[src/rtl/dsi_pkg.sv]
// Shared constants and types for the DSI transmit scheduler.
// Latency: none; holds only data-type codes, the state encoding and a DI helper.
// Backpressure: not applicable.
package dsi_pkg;

  // DSI data-type codes carried in DI[5:0]
  localparam logic [5:0] DT_VSS    = 6'h01;
  localparam logic [5:0] DT_VSE    = 6'h11;
  localparam logic [5:0] DT_HSS    = 6'h21;
  localparam logic [5:0] DT_RGB888 = 6'h3E;
  localparam logic [5:0] DT_DCS_SW = 6'h05;

  typedef enum logic [2:0] {
    IDLE,
    VSS,
    HSS,
    LINE_WAIT,
    RGB,
    VSE,
    CMD,
    WAIT
  } sched_state_t;

  // Data identifier: virtual channel in the top two bits, data type below
  function automatic logic [7:0] make_di(input logic [1:0] vc, input logic [5:0] dt);
    return {vc, dt};
  endfunction

endpackage

[src/rtl/dsi_tx_scheduler_if.sv]
// Bundle of the scheduler's video, command and lane-manager handshake signals.
// Latency: wiring only.
// Backpressure: lane_done acknowledges each pkt_start; vid_line_ready stalls RGB issue.
interface dsi_tx_scheduler_if;
  logic        vid_start;
  logic        vid_line_ready;
  logic        cmd_req;
  logic [5:0]  cmd_dt;
  logic [15:0] cmd_data;
  logic        cmd_ack;
  logic        pkt_start;
  logic [7:0]  pkt_di;
  logic [15:0] pkt_wc;
  logic        pkt_is_long;
  logic        lane_done;
  logic        busy;
  logic        frame_done;
  logic        timeout_err;

  // Scheduler side
  modport master (
    input  vid_start, vid_line_ready, cmd_req, cmd_dt, cmd_data, lane_done,
    output cmd_ack, pkt_start, pkt_di, pkt_wc, pkt_is_long, busy, frame_done, timeout_err
  );

  // Video source / host / lane manager side
  modport slave (
    output vid_start, vid_line_ready, cmd_req, cmd_dt, cmd_data, lane_done,
    input  cmd_ack, pkt_start, pkt_di, pkt_wc, pkt_is_long, busy, frame_done, timeout_err
  );
endinterface

[src/rtl/dsi_watchdog.sv]
// Cycle counter that flags when a wait has lasted TIMEOUT enabled cycles.
// Latency: expire_o is combinational in the TIMEOUT-th enabled cycle after a clear.
// Backpressure: none; clear has priority over enable.
module dsi_watchdog #(
  parameter int TIMEOUT = 1023
) (
  input  logic dsi_clk,
  input  logic dsi_rst,
  input  logic clr_i,
  input  logic en_i,
  output logic expire_o
);
  localparam int CW = $clog2(TIMEOUT + 1);
  localparam logic [CW-1:0] LAST = CW'(TIMEOUT - 1);

  logic [CW-1:0] cnt_q, cnt_d;

  // Restart on clear, otherwise count every enabled cycle
  always_comb begin
    cnt_d = cnt_q;
    if (clr_i) begin
      cnt_d = '0;
    end else if (en_i) begin
      cnt_d = cnt_q + CW'(1);
    end
  end

  // Counter register
  always_ff @(posedge dsi_clk) begin
    if (dsi_rst) begin
      cnt_q <= '0;
    end else begin
      cnt_q <= cnt_d;
    end
  end

  assign expire_o = en_i && !clr_i && (cnt_q == LAST);

endmodule

[src/rtl/dsi_tx_scheduler.sv]
// Sequences VSS/HSS/RGB888/VSE packets per frame and slots host commands at line gaps.
// Latency: pkt_start two cycles after vid_start or lane_done (three into RGB via LINE_WAIT).
// Backpressure: one packet in flight, held until lane_done; watchdog aborts a stuck wait.
module dsi_tx_scheduler
  import dsi_pkg::*;
#(
  parameter int         NUM_LINES    = 4,
  parameter int         FRAME_LENGTH = 8,
  parameter logic [1:0] VC           = 2'd0,
  parameter int         TIMEOUT      = 1023
) (
  input  logic                dsi_clk,
  input  logic                dsi_rst,
  dsi_tx_scheduler_if.master  bus
);
  localparam int LW = $clog2(NUM_LINES + 1);
  localparam logic [LW-1:0] LAST_LINE = LW'(NUM_LINES);
  localparam logic [15:0]   RGB_WC    = 16'(FRAME_LENGTH * 3);

  sched_state_t state_q, state_d;
  sched_state_t ret_q, ret_d;          // where WAIT goes after lane_done
  sched_state_t cmd_ret_q, cmd_ret_d;  // where a command returns: IDLE or LINE_WAIT
  logic         hss_q, hss_d;          // packet in flight is an HSS (command slot follows)
  logic         vse_q, vse_d;          // packet in flight is the VSE (frame ends)
  logic [LW-1:0] line_q, line_d, line_inc;
  logic [7:0]   di_q, di_d;
  logic [15:0]  wc_q, wc_d;
  logic         long_q, long_d;
  logic         start_q, start_d;
  logic         ack_q, ack_d;
  logic         fdone_q, fdone_d;
  logic         terr_q, terr_d;
  logic         in_wait, wd_expire;

  assign in_wait  = (state_q == WAIT);
  assign line_inc = line_q + LW'(1);

  dsi_watchdog #(.TIMEOUT(TIMEOUT)) u_watchdog (
    .dsi_clk  (dsi_clk),
    .dsi_rst  (dsi_rst),
    .clr_i    (!in_wait),
    .en_i     (in_wait),
    .expire_o (wd_expire)
  );

  // Next state, return bookkeeping and next packet fields
  always_comb begin
    state_d   = state_q;
    ret_d     = ret_q;
    cmd_ret_d = cmd_ret_q;
    hss_d     = hss_q;
    vse_d     = vse_q;
    line_d    = line_q;
    di_d      = di_q;
    wc_d      = wc_q;
    long_d    = long_q;
    start_d   = 1'b0;
    ack_d     = 1'b0;
    fdone_d   = 1'b0;
    terr_d    = 1'b0;
    case (state_q)
      IDLE: begin
        if (bus.vid_start) begin
          state_d = VSS;
          line_d  = '0;
        end else if (bus.cmd_req) begin
          state_d   = CMD;
          cmd_ret_d = IDLE;
        end
      end
      VSS: begin
        state_d = WAIT; start_d = 1'b1; hss_d = 1'b0; vse_d = 1'b0;
        di_d = make_di(VC, DT_VSS); wc_d = '0; long_d = 1'b0;
        ret_d = HSS;
      end
      HSS: begin
        state_d = WAIT; start_d = 1'b1; hss_d = 1'b1; vse_d = 1'b0;
        di_d = make_di(VC, DT_HSS); wc_d = '0; long_d = 1'b0;
        ret_d = LINE_WAIT;
      end
      LINE_WAIT: begin
        if (bus.vid_line_ready) begin
          state_d = RGB;
        end
      end
      RGB: begin
        state_d = WAIT; start_d = 1'b1; hss_d = 1'b0; vse_d = 1'b0;
        di_d = make_di(VC, DT_RGB888); wc_d = RGB_WC; long_d = 1'b1;
        line_d = line_inc;
        ret_d  = (line_inc < LAST_LINE) ? HSS : VSE;
      end
      VSE: begin
        state_d = WAIT; start_d = 1'b1; hss_d = 1'b0; vse_d = 1'b1;
        di_d = make_di(VC, DT_VSE); wc_d = '0; long_d = 1'b0;
        ret_d = IDLE;
      end
      CMD: begin
        state_d = WAIT; start_d = 1'b1; ack_d = 1'b1; hss_d = 1'b0; vse_d = 1'b0;
        di_d = make_di(VC, bus.cmd_dt); wc_d = bus.cmd_data; long_d = 1'b0;
        ret_d = cmd_ret_q;
      end
      WAIT: begin
        // lane_done takes priority over a watchdog expiring in the same cycle
        if (bus.lane_done) begin
          if (hss_q && bus.cmd_req) begin
            state_d   = CMD;
            cmd_ret_d = LINE_WAIT;
          end else begin
            state_d = ret_q;
          end
          fdone_d = vse_q;
        end else if (wd_expire) begin
          state_d = IDLE;
          terr_d  = 1'b1;
          line_d  = '0;
        end
      end
      default: state_d = IDLE;
    endcase
  end

  // State, bookkeeping and registered packet outputs
  always_ff @(posedge dsi_clk) begin
    if (dsi_rst) begin
      state_q   <= IDLE;
      ret_q     <= IDLE;
      cmd_ret_q <= IDLE;
      hss_q     <= 1'b0;
      vse_q     <= 1'b0;
      line_q    <= '0;
      di_q      <= '0;
      wc_q      <= '0;
      long_q    <= 1'b0;
      start_q   <= 1'b0;
      ack_q     <= 1'b0;
      fdone_q   <= 1'b0;
      terr_q    <= 1'b0;
    end else begin
      state_q   <= state_d;
      ret_q     <= ret_d;
      cmd_ret_q <= cmd_ret_d;
      hss_q     <= hss_d;
      vse_q     <= vse_d;
      line_q    <= line_d;
      di_q      <= di_d;
      wc_q      <= wc_d;
      long_q    <= long_d;
      start_q   <= start_d;
      ack_q     <= ack_d;
      fdone_q   <= fdone_d;
      terr_q    <= terr_d;
    end
  end

  assign bus.pkt_start   = start_q;
  assign bus.pkt_di      = di_q;
  assign bus.pkt_wc      = wc_q;
  assign bus.pkt_is_long = long_q;
  assign bus.cmd_ack     = ack_q;
  assign bus.frame_done  = fdone_q;
  assign bus.timeout_err = terr_q;
  assign bus.busy        = (state_q != IDLE);

endmodule

[src/flat_wrapper.sv]
// flat-port wrapper written by rule: the top's interface ports become plain ports
module dsi_tx_scheduler_flat import dsi_pkg::*;
#(
  parameter int         NUM_LINES    = 4,
  parameter int         FRAME_LENGTH = 8,
  parameter logic [1:0] VC           = 2'd0,
  parameter int         TIMEOUT      = 1023
)
  (dsi_clk, dsi_rst, bus_vid_start, bus_vid_line_ready, bus_cmd_req, bus_cmd_dt, bus_cmd_data, bus_lane_done, bus_cmd_ack, bus_pkt_start, bus_pkt_di, bus_pkt_wc, bus_pkt_is_long, bus_busy, bus_frame_done, bus_timeout_err);
  dsi_tx_scheduler_if bus_i ();
  input  logic dsi_clk;
  input  logic dsi_rst;
  input wire logic [$bits(bus_i.vid_start)-1:0] bus_vid_start;
  input wire logic [$bits(bus_i.vid_line_ready)-1:0] bus_vid_line_ready;
  input wire logic [$bits(bus_i.cmd_req)-1:0] bus_cmd_req;
  input wire logic [$bits(bus_i.cmd_dt)-1:0] bus_cmd_dt;
  input wire logic [$bits(bus_i.cmd_data)-1:0] bus_cmd_data;
  input wire logic [$bits(bus_i.lane_done)-1:0] bus_lane_done;
  output wire logic [$bits(bus_i.cmd_ack)-1:0] bus_cmd_ack;
  output wire logic [$bits(bus_i.pkt_start)-1:0] bus_pkt_start;
  output wire logic [$bits(bus_i.pkt_di)-1:0] bus_pkt_di;
  output wire logic [$bits(bus_i.pkt_wc)-1:0] bus_pkt_wc;
  output wire logic [$bits(bus_i.pkt_is_long)-1:0] bus_pkt_is_long;
  output wire logic [$bits(bus_i.busy)-1:0] bus_busy;
  output wire logic [$bits(bus_i.frame_done)-1:0] bus_frame_done;
  output wire logic [$bits(bus_i.timeout_err)-1:0] bus_timeout_err;
  assign bus_i.vid_start = bus_vid_start;
  assign bus_i.vid_line_ready = bus_vid_line_ready;
  assign bus_i.cmd_req = bus_cmd_req;
  assign bus_i.cmd_dt = bus_cmd_dt;
  assign bus_i.cmd_data = bus_cmd_data;
  assign bus_i.lane_done = bus_lane_done;
  assign bus_cmd_ack = bus_i.cmd_ack;
  assign bus_pkt_start = bus_i.pkt_start;
  assign bus_pkt_di = bus_i.pkt_di;
  assign bus_pkt_wc = bus_i.pkt_wc;
  assign bus_pkt_is_long = bus_i.pkt_is_long;
  assign bus_busy = bus_i.busy;
  assign bus_frame_done = bus_i.frame_done;
  assign bus_timeout_err = bus_i.timeout_err;
  dsi_tx_scheduler #(.NUM_LINES(NUM_LINES), .FRAME_LENGTH(FRAME_LENGTH), .VC(VC), .TIMEOUT(TIMEOUT)) u_core (.dsi_clk(dsi_clk), .dsi_rst(dsi_rst), .bus(bus_i));
endmodule
[config.mk]
export PLATFORM = sky130hd
export DESIGN_NAME = dsi_tx_scheduler_flat
export DESIGN_NICKNAME = d
export VERILOG_FILES = /design/src/rtl/dsi_pkg.sv /design/src/rtl/dsi_tx_scheduler_if.sv /design/src/rtl/dsi_watchdog.sv /design/src/rtl/dsi_tx_scheduler.sv /design/src/flat_wrapper.sv
export SDC_FILE = /design/constraint.sdc
export NUM_CORES = 1
export LEC_CHECK = 0
export ABC_CLOCK_PERIOD_IN_PS = 4800
export CAP_MARGIN = 10
export CORE_UTILIZATION = 50
export DETAILED_ROUTE_END_ITERATION = 8
export MAX_ROUTING_LAYER = met4
export PLACE_DENSITY_LB_ADDON = 0.25
export SETUP_SLACK_MARGIN = 0.05
export SLEW_MARGIN = 10
export SYNTH_ARGS = -nofsm -noshare
export SYNTH_HDL_FRONTEND = slang
export SYNTH_SLANG_ARGS = --single-unit
[constraint.sdc]
create_clock -name dsi_clk -period 4.8 [get_ports dsi_clk]
set_input_delay 1.44 -clock dsi_clk [delete_from_list [all_inputs] [get_ports dsi_clk]]
set_output_delay 1.44 -clock dsi_clk [all_outputs]
set_load 0.1 [all_outputs]
==> results.cfg <==
[sta]
fin_setup_tns_ns = 0
slew_violations = 0
finClkSkew_ns = 0.00630
fin_crit_ns = 3.86
setup_violations = 0
tightestPinTransition_ns = 0.982
rsz0062_at_grt = no
fin_crit_sh_pct = 80.5
slew_headroom_pct = 34.3
hold_viol = 0
max_freq_mhz = 259

[critical_path]
endpoint_kind = output pin
timing.rr.start = u_core.state_q[0]$_SDFFE_PP0P_
startpoint = u_core.state_q[0]$_SDFFE_PP0P_
start_kind = flop
path_class = flop to output pin
arrival_ns = 2.42
worstPathRequired_ns = 3.36
ff2ff_setup_slack_ns = 1.99
critPathMaxFanout = 8

[clocking]
cts_resized = 0
postCtsHoldBufs = 0
cts_tree = built
clk_latency_ns = 0.30
clock-sinks = 49
path_clk_slew_ns = 0.08
post_cts_buffers = 0
htreeDepth = 2
cts_buffers = 5
clock_path_buffers = 2
cts_root_buf = clkbuf_8

[hold_path]
worstHoldPathType = flop to flop
hp-start = u_core.bus.pkt_di[1]$_SDFFE_PP0P_

[die]
io_pins = 58
die_h_um = 67.4
dieArea_um2 = 4540
core_area_um2 = 4060
die_w_um = 67.4
start_util_pct = 52.7
row_count = 23

[synth]
ys_types = 49
ys.flop_type = dfxtp_1
synth_seq_cells = 49
synth_seq_area_share_pct = 45.9
async_reset_ff_share_pct = 0
syn_area_um2 = 2140
yosys_warnings = 0
synth_edf_count = 0
synth_cells = 234
synth.avg_cell_area_um2 = 9.14

[layout]
drive_gt1_share_pct = 6.27
syn_to_final_growth_pct = 32.3
stdcell_count = 337
finalNetCount = 321
fillers = 337
final_area_um2 = 2830
antennaDiodeCount = 0

[global_route]
grt_use_total_pct = 22.7
grt_pass1_wl_um = 7520
grt_pass1_vias = 1599
gr-usage-met1_pct = 30.8
grt.busiest_layer = met2
grt_util_met2_pct = 33.0
overflow = 0
antenna_found_initial = 0
grt_max_degree = 30
met3_usage_pct = 4.90

[detailed_routing]
drc = 0
drtIter0Drc = 104
dr.pass1.iters = 4
routed_via_density = 5.49
routedWlPerCell_um = 14.1
vias = 1850
postRouteAntennaNets = 0
routed_wl_um = 4750

[placement]
place_congestion = 0.856
dp_hpwl_um = 3240
place_area_um2 = 2710
numPortBuffers = 55
placed_cells = 329

[power_and_ir_drop]
p_sw_uw = 647
swShare_pct = 44.2
peakVddDrop_v = 0.000313
power_leakage_uw = 0.00103
p_int_uw = 818
power_frac_seq_pct = 33.8
p_clk_share_pct = 20.3
p_per_area_nw_per_um2 = 518
power_frac_comb_pct = 45.9

[run_status]
status = completed

[run]
max_cap_viol_count = 0
-- routing by layer --
metal	routed length (um)	vias to the layer above
met2	2110	48
met5	0	-
met3	230	7
li1	-	940
met4	69	0
met1	2340	855
-- path summary, 6_finish.rpt --
check | endpoint | depth (start not counted)
worst min register to register | u_core.bus.pkt_di[1]$_SDFFE_PP0P_ | 2
worst max-delay path | bus_busy | 4
worst min-delay path | u_core.bus.pkt_di[1]$_SDFFE_PP0P_ | 2
worst max register to register | u_core.bus.pkt_wc[10]$_SDFFE_PP0P_ | 5
-- Yosys cell counts (2+ instances only) --
master	instances	area, um^2
dfxtp_1	49	981
nand2_1	17	63.8
nor2_1	17	63.8
a22o_1	15	131
a21oi_1	14	70.1
clkbuf_1	10	37.5
inv_1	8	30.0
nand3_1	8	40.0
o21ai_0	8	40.0
ha_1	7	87.6
nor2b_1	7	43.8
nor3_1	7	35.0
a31oi_1	6	37.5
nand2b_1	5	31.3
and3_1	4	25.0
xnor2_1	4	35.0
xor2_1	4	35.0
nor3b_1	3	22.5
a211o_1	2	17.5
a211oi_1	2	15.0
a221oi_1	2	17.5
a22oi_1	2	15.0
and2_1	2	12.5
buf_4	2	15.0
mux2i_1	2	20.0
nand3b_1	2	15.0
nor4_1	2	12.5
or3_2	2	15.0
-- through the flow --
stage                     setup slack (ns)  utilization [%]  total power, uW  hold WS, ns
after floorplan                       1.63                -             1010        0.436
after global placement                1.31             66.9             1170        0.439
after detailed placement              1.28             66.9             1170        0.447
after CTS                            0.928             69.7             1470        0.459
after global routing                 0.818             69.7             1540        0.481
final                                0.938             69.7             1470        0.457
-- power by group through the flow --
stage	clock network, uW	logic [uW]	registers (uW)
2_1_floorplan	0	276	735
3_3_place_gp	0	662	503
3_5_place_dp	0	664	505
4_1_cts	307	669	495
5_1_grt	324	714	502
6_report	298	672	495
-- kinds of logic (layout without fill, tap and decap cells) --
family	Yosys count	after routing	synth area share [%]
mux	3	3	1.46
buf+inv	21	73	4.10
simple gates	84	84	21.0
xor+xnor	8	8	3.28
compound gates	61	61	20.0
fa+ha+maj	7	7	4.10
other cells	1	2	0.175
flops	49	49	45.9
-- layout make-up --
cell class | instances | area [um^2] | share of cell area (%)
Clock buffer | 7 | 86.3 | 3.05
Clock inverter | 1 | 30.0 | 1.06
Inverter | 8 | 30.0 | 1.06
Multi-Input combinational cell | 165 | 1070 | 37.9
Sequential cell | 49 | 981 | 34.7
Tap cell | 50 | 62.6 | 2.21
Timing Repair Buffer | 57 | 566 | 20.0
-- sequential cells by signal, summed over array words and instances, names as in the netlist --
name and count:
u_core.vse_q 1, u_core.ret_q 3, u_core.bus.cmd_ack 1, u_core.bus.frame_done 1
u_core.hss_q 1, u_core.bus.pkt_wc 16, u_core.state_q 3, u_core.cmd_ret_q 1
u_core.line_q 3, u_core.bus.pkt_is_long 1, u_core.u_watchdog.cnt_q 10, u_core.bus.timeout_err 1
u_core.bus.pkt_start 1, u_core.bus.pkt_di 6
-- critical path, cell delays in order (launching register included) --
cell and delay (ns):
dfxtp_1 0.45, inv_1 0.13, ha_1 0.31, nand2b_1 0.10, clkdlybuf4s50_1 1.12
-- cells in the final DEF (no fill, tap or decap), types with 3 or more instances in the layout --
cell type	Yosys	layout
a31oi_1	6	6
nand3_1	8	8
nand2b_1	5	5
and3_1	4	4
ha_1	7	7
xor2_1	4	4
nand2_1	17	17
a21oi_1	14	14
o21ai_0	8	8
dfxtp_1	49	49
xnor2_1	4	4
nor3_1	7	7
nor2b_1	7	7
nor2_1	17	17
clkdlybuf4s50_1	0	55
inv_1	8	8
clkbuf_8	0	6
nor3b_1	3	3
a22o_1	15	15
(Power assumes the default switching activity.)
==> edit 1: new RTL, same flow settings <==
Make the reset (`dsi_rst`) asynchronous in 2 clocked blocks.
--- a/src/rtl/dsi_watchdog.sv
+++ b/src/rtl/dsi_watchdog.sv
@@ -26,7 +26,7 @@
   end
 
   // Counter register
-  always_ff @(posedge dsi_clk) begin
+  always_ff @(posedge dsi_clk or posedge dsi_rst) begin
     if (dsi_rst) begin
       cnt_q <= '0;
     end else begin
--- a/src/rtl/dsi_tx_scheduler.sv
+++ b/src/rtl/dsi_tx_scheduler.sv
@@ -120,7 +120,7 @@
   end
 
   // State, bookkeeping and registered packet outputs
-  always_ff @(posedge dsi_clk) begin
+  always_ff @(posedge dsi_clk or posedge dsi_rst) begin
     if (dsi_rst) begin
       state_q   <= IDLE;
       ret_q     <= IDLE;
Check against the original RTL: differs if dsi_rst is asserted again (counterexample within 4 cycles, from zero or initial values and one cycle with dsi_rst high); with dsi_rst held inactive, the same outputs for 10 cycles.
==> edit 1 against the original RTL <==
  * Die area is essentially flat
  * Non-clock buffer count shrank 2
  * Fmax shrank 0.58%
  * Cell area shrank 0.18%
  * Final cell count shrank 8.6%
  * Register-to-register slack gained 0.51 ns
  * Wire length shrank 2.7%
  * Via count shrank 6.7%
  * Setup slack lost 0.022 ns
  * Sequential cell count is the same
  * Synthesized area is essentially flat
  * Critical path type unchanged
  * Largest cell class is now flip-flops and latches
Power is not shown: default switching activity piles up to over one toggle a cycle in this logic, so the estimate is an artifact.
==> edit 1: results (changes against the original RTL) <==
STA
  – Clock skew: 0.00543 ns (-0.000875 ns)

Global routing
  – First-pass GRT wire length: 7.39 mm (-1.8%)
  – Met1 usage: 0.308 (-0.000647)
  – M2 GR Usage: 0.344 (+0.0137)
  – Tot GR Track Use: 0.229 (+0.00125)
  – Vias in the first global route: 1566 (-2.1%)
  – Largest net degree at the start of global routing: 50 (+67%)
  – Met3 Track Usage GR: 0.0608 (+0.0118)

Critical path
  – Largest stage delay, worst path: 1.16 ns (+0.04 ns)
  – Max Fanout on Critical Path: 21 (+13)
  – Crit. Startpoint: u_core.state_q[1]
  – Arrival time worst endpoint: 2.44 ns (+0.02 ns)

Final layout
  – Fill cell count: 304 (-9.8%)
  – Layout cells sized above 1: 0.0543 (-0.00845)
  – Final nets: 288 (-10%)

Yosys
  – Top post-synthesis cells by count: dfrtp_1 (49), nand2_1 (22), nor2_1 (20)
  – Synth Area in XOR/XNOR: 0.0368 (+0.00407)
  – Main synth FF type: dfrtp_1
  – Synth cell types: 41 (-16%)
  – Seq/Total Area, Yosys: 0.573 (+0.114)
  – Async set-reset flop share out of synthesis: 1.00 (+1.00)
  – Synth area leader: dfrtp_1
  – Synth area leaders: dfrtp_1 (57%), a22o_1 (7.0%), nand2_1 (3.9%), nor2_1 (3.5%), o21ai_0 (3.3%)
  – Mux share of post-synthesis cell area: 0.0117 (-0.00293)
  – Adder-Cell Fraction of Synth Area: 0.0175 (-0.0234)

Routing
  – Iteration-0 DRC Markers: 83 (-20%)
  – Detail-routed via count per cell: 5.60 (+2.1%)

Status
  – Status: complete, no violations

Place
  – Placed cell area: 2700 µm² (-0.32%)

Floorplanning
  – Initial Utilization: 0.527 (about the same)
edit 1: cell count changes in the layout (fill, tap and decap cells not counted), sizes merged, moves of 3 or more:
cell | unedited run | this run
nor3b | 3 | 0
a21oi | 14 | 9
nor2b | 7 | 1
o21ai | 8 | 14
nand3 | 9 | 6
ha | 7 | 3
nand2 | 17 | 23
dfxtp | 49 | 0
nand2b | 5 | 1
dfrtp | 0 | 49
and3 | 5 | 1
nor2 | 17 | 20
edit 1: area by class of cell:
cell class / instances / area share
sequential: 49 / 0.434
multi-input combinational: 137 / 0.294
timing repair buffer: 55 / 0.195
clock buffer: 6 / 0.0292
tap: 50 / 0.0222
clock inverter: 2 / 0.0133
inverter: 9 / 0.0120
edit 1: worst max-delay path, delay by kind of cell, from the launching register on:
family / cells / cell delay (ns)
buf+inv: 1 / 1.16
simple gates: 1 / 0.26
flops: 1 / 0.72
edit 1: cell families after synthesis:
group	count (synthesis)
other cells	1
flops	49
compound gates	54
buf+inv	20
mux	2
simple gates	67
xor+xnor	9
fa+ha+maj	3
edit 1: metrics by stage:
step	cells	hold slack [ns]	worst slack, ns	util
2_1_floorplan	206	0.440	2.07	-
3_3_place_gp	300	0.459	1.30	0.666
3_5_place_dp	300	0.465	1.28	0.666
4_1_cts	308	0.488	0.943	0.696
5_1_grt	308	0.513	0.810	0.696
6_report	308	0.485	0.915	0.696
edit 1: final timing paths:
kind / slack (ns) / end / depth (start not counted)
max: 0.92 / bus_busy / 2
min: 0.49 / u_core.vse_q / 2
max reg2reg: 2.50 / u_core.bus.pkt_di[5] / 3
min reg2reg: 0.49 / u_core.vse_q / 2
max in group asynchronous: 2.50 / u_core.bus.pkt_wc[6] / 2
min in group asynchronous: 1.67 / u_core.bus.pkt_wc[12] / 2
edit 1: routing by layer:
layer,wire length [µm],share of wire
met1,2090,0.45
met2,2090,0.45
met3,379,0.082
met4,62,0.013
met5,0,0
==> edit 2: new RTL, config.mk and constraints unchanged <==
Without the edit above. `FRAME_LENGTH` is set to 8 in 2 places; all go to 7.
--- a/src/rtl/dsi_tx_scheduler.sv
+++ b/src/rtl/dsi_tx_scheduler.sv
@@ -5,7 +5,7 @@
   import dsi_pkg::*;
 #(
   parameter int         NUM_LINES    = 4,
-  parameter int         FRAME_LENGTH = 8,
+  parameter int         FRAME_LENGTH = 7,
   parameter logic [1:0] VC           = 2'd0,
   parameter int         TIMEOUT      = 1023
 ) (
--- a/src/flat_wrapper.sv
+++ b/src/flat_wrapper.sv
@@ -2,7 +2,7 @@
 module dsi_tx_scheduler_flat import dsi_pkg::*;
 #(
   parameter int         NUM_LINES    = 4,
-  parameter int         FRAME_LENGTH = 8,
+  parameter int         FRAME_LENGTH = 7,
   parameter logic [1:0] VC           = 2'd0,
   parameter int         TIMEOUT      = 1023
 )
Function: changed (Yosys sat finds a counterexample within 10 cycles, from zero or initial values and one cycle with dsi_rst high).
==> edit 2 against the original RTL <==
  * Cell area shrank 0.88%
  * Setup slack improved by 0.0074 ns
  * Synthesized area grew 0.41%
  * Wire length fell by 1.4%
  * Total power decreased by 2.8%
  * Fmax up 0.19%
  * First-iteration DRC count up 35%
  * Sequential cell count unchanged
  * Largest power group unchanged
  * Highest routed layer unchanged
==> edit 2: results (changes against the original RTL) <==
Routing
  – Pre-antenna DRT Iters: 4 (unchanged)
  – Iteration-0 DRC Markers: 140 (+35%)
  – Routed length per instance: 13.8 µm (-2.0%)
  – DR vias: 1868 (+0.97%)

Global routing
  – Largest net degree at the start of global routing: 25 (-17%)
  – Vias in the first global route: 1607 (+0.50%)
  – First-pass GRT wire length: 7.24 mm (-3.8%)
  – Tot GR Track Use: 0.214 (-0.0132)

CTS
  – Post CTS Setup Buffer Count: 0 (unchanged)
  – Clock transition at path regs: 0.09 ns
  – Root Driver: clkbuf_8
  – Post-CTS resize count: 0 (unchanged)
  – CTS Buf Count: 5 (unchanged)
  – Later-pin clock latency in the skew report: 0.29 ns

Final layout
  – Final nets: 323 (+0.62%)
  – N_diodes: 0 (unchanged)
  – Max reg flops: 16 (unchanged)
  – Layout cells sized above 1: 0.0657 (+0.00303)

Power and ir drop
  – Pleak: 1.02 nW (-1.4%)
  – Power, Total: 1.42 mW (-2.8%)
  – Sw Pwr: 0.668 mW (+3.2%)
  – Max VDD drop: 331 µV (+5.7%)
  – Sequential cell power: 0.503 mW (+2%)
  – Comb group: 0.691 mW (+3%)

Yosys
  – Ys Warns: 0 (unchanged)
  – Synth area leaders: dfxtp_1 (46%), a22o_1 (5.7%), ha_1 (4.1%), a21oi_1 (3.7%), nand2_1 (3.0%)
  – Seq/Total Area, Yosys: 0.457 (-0.00187)
  – Async set-reset flop share out of synthesis: 0 (unchanged)
  – Main synth FF type: dfxtp_1
  – Synth cell types: 48 (-2.0%)
  – Top post-synthesis cells by count: dfxtp_1 (49), nand2_1 (17), nor2_1 (17)

STA
  – Worst-margin pin slew: 0.974 ns (-0.00792 ns)
  – Clock skew: 0.00337 ns (-0.00293 ns)

Place
  – Placed wire-length estimate: 3.33 mm (+2.6%)
  – GP Congestion: 0.859 (+0.35%)
  – Placed cell area: 2720 µm² (+0.18%)
  – Port Buffers: 55 (unchanged)
  – Pre-CTS setup slack: 1.27 ns (-0.00203 ns)

Critical path
  – Largest stage delay, worst path: 1.12 ns (about the same)

Status
  – Status: complete, no violations
==> edit 2: path summary, 6_finish.rpt <==
path                             start                    to  slack [ns]
setup / recovery     u_core.state_q[0]              bus_busy        0.95
hold reg to reg   u_core.bus.pkt_di[2]  u_core.bus.pkt_di[2]        0.46
setup reg to reg     u_core.state_q[0]  u_core.bus.pkt_wc[9]        2.02
hold / removal    u_core.bus.pkt_di[2]  u_core.bus.pkt_di[2]        0.46
==> edit 2: final cells by class <==
cell class                      count  area [µm²]
Timing Repair Buffer               57         566
Clock buffer                        5        68.8
Sequential cell                    49         981
Multi-Input combinational cell    167        1080
Clock inverter                      3        17.5
Fill cell                         342        1250
Inverter                            8        30.0
Tap cell                           50        62.6
==> edit 2: cell families after synthesis <==
group,share of synthesized area
simple gates,0.209
buf+inv,0.0425
fa+ha+maj,0.0408
compound gates,0.202
mux,0.0146
other cells,0.00175
xor+xnor,0.0326
flops,0.457
==> edit 2: critical path: cells and delay by family, from the launching register on <==
kind	cells	cell delay, ns
adder cells (fa/ha/maj)	1	0.30
flip-flops	1	0.46
buffers and inverters	2	1.26
AND/OR/NAND/NOR	1	0.10
==> edit 2: metrics by stage <==
stage	util	std cells
final	0.691	339
after global routing	0.691	339
after CTS	0.691	339
after detailed placement	0.670	331
after global placement	0.670	331
after floorplan	-	238
==> edit 2: metal layers <==
| metal | GRT usage | wire length (µm) | vias up |
|---|---|---|---|
| li1 | - | - | 947 |
| met1 | 0.284 | 2300 | 851 |
| met2 | 0.329 | 2080 | 64 |
| met3 | 0.0456 | 268 | 6 |
| met4 | 0.0532 | 36 | 0 |
| met5 | - | 0 | - |
